`src/rtl/mem_wb_skid_reg.sv`:
```
// MEM/WB stage register as a two-entry valid/ready skid buffer with writeback-data select and flush.
// Optional forwarding of the head entry to the hazard unit is enabled by defining MEM_WB_SKID_FWD_EN.
module mem_wb_skid_reg #(
   parameter int DATA_W = 10,
   parameter int ADDR_W = 3
) (
   input  logic              clk,
   input  logic              reset,
   input  logic              in_valid,
   output logic              in_ready,
   input  logic [DATA_W-1:0] ram_rdata_in,
   input  logic [DATA_W-1:0] alu_result_in,
   input  logic              mem_to_reg_in,
   input  logic              gp_reg_wb_in,
   input  logic [ADDR_W-1:0] wb_addr_in,
   input  logic              flush,
   output logic              out_valid,
   input  logic              out_ready,
   output logic [DATA_W-1:0] wb_data_out,
   output logic [ADDR_W-1:0] wb_addr_out,
   output logic              gp_reg_wb_out,
   output logic              fwd_valid,
   output logic [ADDR_W-1:0] fwd_addr,
   output logic [DATA_W-1:0] fwd_data
);

   localparam logic [1:0] ST_EMPTY = 2'd0;
   localparam logic [1:0] ST_ONE   = 2'd1;
   localparam logic [1:0] ST_FULL  = 2'd2;

   logic [1:0]        state;
   logic [DATA_W-1:0] main_data, skid_data;
   logic [ADDR_W-1:0] main_addr, skid_addr;
   logic              main_wb, skid_wb;
   logic [DATA_W-1:0] cap_data;
   logic              accept, pop;

   // Ready and valid are pure state decodes, so out_ready never reaches in_ready combinationally.
   assign in_ready  = (state != ST_FULL);
   assign out_valid = (state != ST_EMPTY);
   assign accept    = in_valid & in_ready;
   assign pop       = out_valid & out_ready;
   assign cap_data  = mem_to_reg_in ? ram_rdata_in : alu_result_in;

   always_ff @(posedge clk) begin
      if (!reset) begin
         state     <= ST_EMPTY;
         main_data <= '0;
         main_addr <= '0;
         main_wb   <= 1'b0;
         skid_data <= '0;
         skid_addr <= '0;
         skid_wb   <= 1'b0;
      end else if (flush) begin
         // Payload is left untouched; only the occupancy is cleared, which also drops any accept.
         state <= ST_EMPTY;
      end else begin
         case (state)
            ST_EMPTY: begin
               if (accept) begin
                  main_data <= cap_data;
                  main_addr <= wb_addr_in;
                  main_wb   <= gp_reg_wb_in;
                  state     <= ST_ONE;
               end
            end
            ST_ONE: begin
               if (accept && pop) begin
                  main_data <= cap_data;
                  main_addr <= wb_addr_in;
                  main_wb   <= gp_reg_wb_in;
               end else if (accept) begin
                  skid_data <= cap_data;
                  skid_addr <= wb_addr_in;
                  skid_wb   <= gp_reg_wb_in;
                  state     <= ST_FULL;
               end else if (pop) begin
                  state <= ST_EMPTY;
               end
            end
            ST_FULL: begin
               if (pop) begin
                  main_data <= skid_data;
                  main_addr <= skid_addr;
                  main_wb   <= skid_wb;
                  state     <= ST_ONE;
               end
            end
            default: state <= ST_EMPTY;
         endcase
      end
   end

   assign wb_data_out   = main_data;
   assign wb_addr_out   = main_addr;
   assign gp_reg_wb_out = main_wb & out_valid;

`ifdef MEM_WB_SKID_FWD_EN
   // Only the head is forwarded; the younger skid entry becomes visible once promoted.
   assign fwd_valid = out_valid & main_wb;
   assign fwd_addr  = main_addr;
   assign fwd_data  = main_data;
`else
   assign fwd_valid = 1'b0;
   assign fwd_addr  = '0;
   assign fwd_data  = '0;
`endif

endmodule

```
`config.mk`:
```
export PLATFORM = sky130hd
export DESIGN_NAME = mem_wb_skid_reg
export DESIGN_NICKNAME = d
export VERILOG_FILES = /design/src/rtl/mem_wb_skid_reg.sv
export SDC_FILE = /design/constraint.sdc
export NUM_CORES = 1
export LEC_CHECK = 0
export BUFFER_PORTS_ARGS = -buffer_cell sky130_fd_sc_hd__clkbuf_2
export CORE_MARGIN = 5
export CORE_UTILIZATION = 44
export CTS_BUF_LIST = sky130_fd_sc_hd__clkbuf_2 sky130_fd_sc_hd__clkbuf_4 sky130_fd_sc_hd__clkbuf_8
export CTS_CLUSTER_SIZE = 12
export DETAILED_ROUTE_END_ITERATION = 10
export GPL_ROUTABILITY_DRIVEN = 0
export HOLD_SLACK_MARGIN = 0.05
export PLACE_DENSITY = 0.73
export SLEW_MARGIN = 5
export SYNTH_ARGS = -nofsm -noshare
export SYNTH_HDL_FRONTEND = slang
export SYNTH_SLANG_ARGS = --single-unit
```
`constraint.sdc`:
```
create_clock -name clk -period 3.75 [get_ports clk]
set_input_delay 0.375 -clock clk [delete_from_list [all_inputs] [get_ports clk]]
set_output_delay 0.375 -clock clk [all_outputs]
set_load 0.05 [all_outputs]
```
-- Word level (Yosys, flattened, before mapping)
Index checks and enable logic that the tools add are counted.
- flip-flop bits (word level): 30
- input bits: 30
- logic and storage cells: 48
- equality and inequality tests: 8
- mux-type cells: 19
- bitwise gates (word level): 6
- reduce and logical (&&, ||, !) cells: 8
- operators by type and width (operator ; count):
    $mux 10 ; 4
    $pmux 10 s3 ; 1
    $mux 2 ; 5
    $ne 2x2->1 const B ; 5
    $mux 3 ; 3
    $pmux 3 s3 ; 1
    $reduce_and 4->1 ; 2
    $pmux 2 s3 ; 1
    $reduce_and 5->1 ; 1
    $and 1x1->1 ; 3
    $mux 1 ; 3
    $ne 3x3->1 const B ; 1
    $not 1->1 ; 3
    $pmux 1 s3 ; 1
    $reduce_bool 3->1 ; 1
    $eq 2x1->1 const B ; 1
    $eq 2x2->1 const B ; 1
    $logic_not 2->1 ; 1
    $reduce_bool 2->1 ; 1
    $reduce_or 2->1 ; 1
    $logic_and 1x1->1 ; 1

-- Logic depth before layout (Yosys ltp)
- depth after elaboration: 6
- gate-level depth with buffers: 6

-- Worst setup path after synthesis
OpenSTA, ideal clock, no wires.
- path kind: reg-to-output
- from: reg state[0]
- to: out gp_reg_wb_out
- arrival: 1555 ps
- data required time: 3375 ps
- setup slack: 1820 ps
- cell stages (with the launch flop): 4
- buffers on the path: 1
- cell sequence: dfxtp_1 > clkbuf_1 > or2_1 > and2_1
- longest elaborated chain between the ends: 2
- RTL lines (what ; line ; source):
    from (decl) ; 31 ; logic [1:0] state;
    from (signal assigned) ; 47 ; state <= ST_EMPTY;
    from (signal assigned) ; 56 ; state <= ST_EMPTY;
    from (signal assigned) ; 64 ; state <= ST_ONE;
    $reduce_bool 2->1 ; 40 ; assign out_valid = (state != ST_EMPTY);
    named net out_valid ; 17 ; output logic out_valid,
    $and 1x1->1 ; 96 ; assign gp_reg_wb_out = main_wb & out_valid;
    to (decl) ; 21 ; output logic gp_reg_wb_out,
The timed path passes the listed nets, and every way through them passes these cells.

-- Worst setup path after layout
- from: reg state[1]
- to: out in_ready
- longest elaborated chain between the ends: 1
- RTL lines (what ; line ; source):
    $ne 2x2->1 ; 39 ; assign in_ready = (state != ST_FULL);
    to (decl) ; 10 ; output logic in_ready,
Every way passes these cells.

==> run summary <==
Int Pwr: 537 uW
Final setup fails: 0
Ys Warns: 0
Status: completed
Multiplexer share of the synthesized area: 0.160
Post-synth EDFFs: 0
Final min period: 2.28 ns
Largest family of logic cells by synthesized area: simple AND/OR/NAND/NOR gates
CTS H-tree lvls: 2
Skew-Pair Late Insertion Delay: 0.28 ns
Via/cell ratio: 5.25
Syn Area/Cell: 9.02 um^2
Total Routed Length: 3.84 mm
Critical path launch point type: flip-flop
Vias in the first global route: 1266
HP Class: input port to flip-flop
CTS clk-pin slew, worst paths: 0.06 ns
GRT overflow: 0
Syn Std Cell Area: 0.00167 mm^2
Count leader, synth: dfxtp_1
HPWL after DPL: 2.77 mm
Layout cells sized above 1: 0.327
CP arrival: 1.91 ns
Hold Buf Count CTS: 0
Post-Synth Adder-Cell Area: 0
Static Leak: 0.789 nW
Worst path required time: 3.38 ns
Power Density: 411 mW/mm^2
Rows: 22
Post CTS Setup Buffer Count: 0
Die X: 71.6 um
Hold Vio Cnt, Final: 0
Switching portion of total power: 0.317
Final worst clock skew: 0.00468 ns
Sequential share of power: 0.437
Slew margin rel.: 0.576
Max-cap violations: 0
Post-synth top cells: dfxtp_1 (30), nor3_1 (20), buf_4 (16)
Top cell type's share of synthesized area: 0.360
Hold_ws: 0.335 ns
Nets: 252
XOR/XNOR Fraction of Synth Area: 0
R2R cell count: 3
CTS tree: done
Layout area overhead: 14.8%
1st-iter DRT viols: 131
DR WL/cell: 14.2 um
Fin util: 0.523
Simple-Gate Fraction of Synth Area: 0.200
Total number of vias: 1424
Initial antenna violation count: 0
Tcrit/Tclk final: 0.609
Reg2Reg Setup Slack: 1.86 ns
Worst r2r src: state[1]
Synth Register Bits: 30
DIE AREA: 0.00513 mm^2
Maximum vdd drop: 0.000187 V
Area of the multi-input gates: 916 um^2
Global-route usage over all layers: 0.144
CP cell instances: nor2b_1 > buf_4 > inv_2 > clkbuf_2
# diodes: 0
Hold_sp: out_ready
Final cell count without fillers: 271
First-pass GRT wire length: 5.99 mm
Synth async-reset ratio: 0
Std-Cell Core Area: 0.00366 mm^2
Synth unique cells: 29
Placed insts: 263
Commonest register cell after synthesis: dfxtp_1
IO Count: 60
Flip-flop and latch area: 601 um^2
# port buffers: 45
Max incr delay on CP: 0.62 ns
Routed Antenna Nets: 0
Slowest stage cell, crit path: dfxtp_1
Combinational Power Share: 0.221
CTS resizes: 0
Largest net degree at the start of global routing: 23
Synth Area in Compound Gates: 0.157
Setup TNS: 0 ns
Slew @ Worst Pin: 0.633 ns
CTS Buf Count: 5
CP Capture Type: output port
RR Endpoint: wb_data_out[0]
Top cells by area, synth: dfxtp_1 (36%), mux2i_1 (8.4%), buf_4 (7.2%)
Hold Path End: state[1]
Yosys top cell by area: dfxtp_1
Slew Viols, Final: 0
Worst hold stages: 2
Die Ht: 71.6 um
Max frequency: 0.438 GHz
Clock buffer depth: 2
Drt pass-1 iters: 4
RSZ-0062 raised after global routing: false
Clock share of power: 0.342
Clk sinks: 30
Cells after synthesis: 185
Post-synthesis sequential area ratio: 0.360
Initial Utilization: 0.456
Worst Setup Path Type: flip-flop to output port
Critical Path Fanout Max: 18
Sw power: 249 uW
Clk root buf: clkbuf_8
Fill cell count: 356
# DRC: 0
how the worst max path moves through the flow:
stage	depth (start not counted)	endpoint	startpoint	slack [ns]
after floorplan	3	gp_reg_wb_out	state[0]	1.82
after global routing	4	in_ready	state[1]	1.34
after CTS	4	in_ready	state[1]	1.49
final	4	in_ready	state[1]	1.47
after detailed placement	4	in_ready	state[1]	1.79
after global placement	4	in_ready	state[1]	1.85
layout by cell type (no fill, tap or decap), types with 2 or more instances in the layout:
cell type / count
a211oi_1: 9
a21o_1: 2
a21oi_1: 15
and4bb_2: 2
clkbuf_2: 45
clkbuf_8: 6
conb_1: 14
dfxtp_1: 30
inv_2: 3
mux2_2: 10
mux2i_1: 14
nand2_1: 12
nand3_1: 4
nor3_1: 20
o211ai_1: 10
o21ai_0: 4
or3b_1: 9
or3b_2: 2
final cells by class:
cell class	count	share of cell area
clock buffer	7	0.0470
sequential	30	0.314
tap	48	0.0314
multi-input combinational	136	0.478
timing repair buffer	46	0.121
inverter	3	0.00588
clock inverter	1	0.00261
stage by stage:
| stage | cell area, um^2 | power (mW) | worst slack (ns) |
|---|---|---|---|
| after global routing | 1920 | 0.815 | 1.34 |
| final | 1920 | 0.787 | 1.47 |
| after CTS | 1920 | 0.789 | 1.49 |
| after detailed placement | 1820 | 0.523 | 1.79 |
| after floorplan | 1720 | 0.496 | 1.82 |
| after global placement | 1820 | 0.522 | 1.85 |
routing by layer:
metal,vias to the layer above,GRT usage,share of wire,routed length (um)
met2,41,0.224,0.47,1790
met3,4,0.0252,0.051,196
li1,712,-,-,-
met5,-,0,0,0
met1,667,0.200,0.47,1800
met4,0,0.0501,0.012,46
state kept, by name (all words and copies together) (netlist names):
name	count
skid_wb	1
state	2
wb_addr_out	3
main_wb	1
wb_data_out	10
skid_addr	3
skid_data	10
power groups by stage:
stage	Sequential (mW)	Combinational [mW]	Clock (mW)
2_1_floorplan	0.386	0.110	0
3_3_place_gp	0.350	0.173	0
3_5_place_dp	0.350	0.173	0
4_1_cts	0.343	0.174	0.272
5_1_grt	0.345	0.184	0.285
6_report	0.343	0.174	0.269
cells by family after synthesis:
| group | Yosys count |
|---|---|
| mux | 25 |
| other cells | 1 |
| buf+inv | 32 |
| compound gates | 41 |
| simple gates | 56 |
| flops | 30 |
critical path: cells and delay by family, from the launching register on:
kind / cells / cell delay [ns]
simple gates: 1 / 0.46
buf+inv: 3 / 0.55
flops: 1 / 0.62
Note: power is estimated with default switching activity, not from simulation.
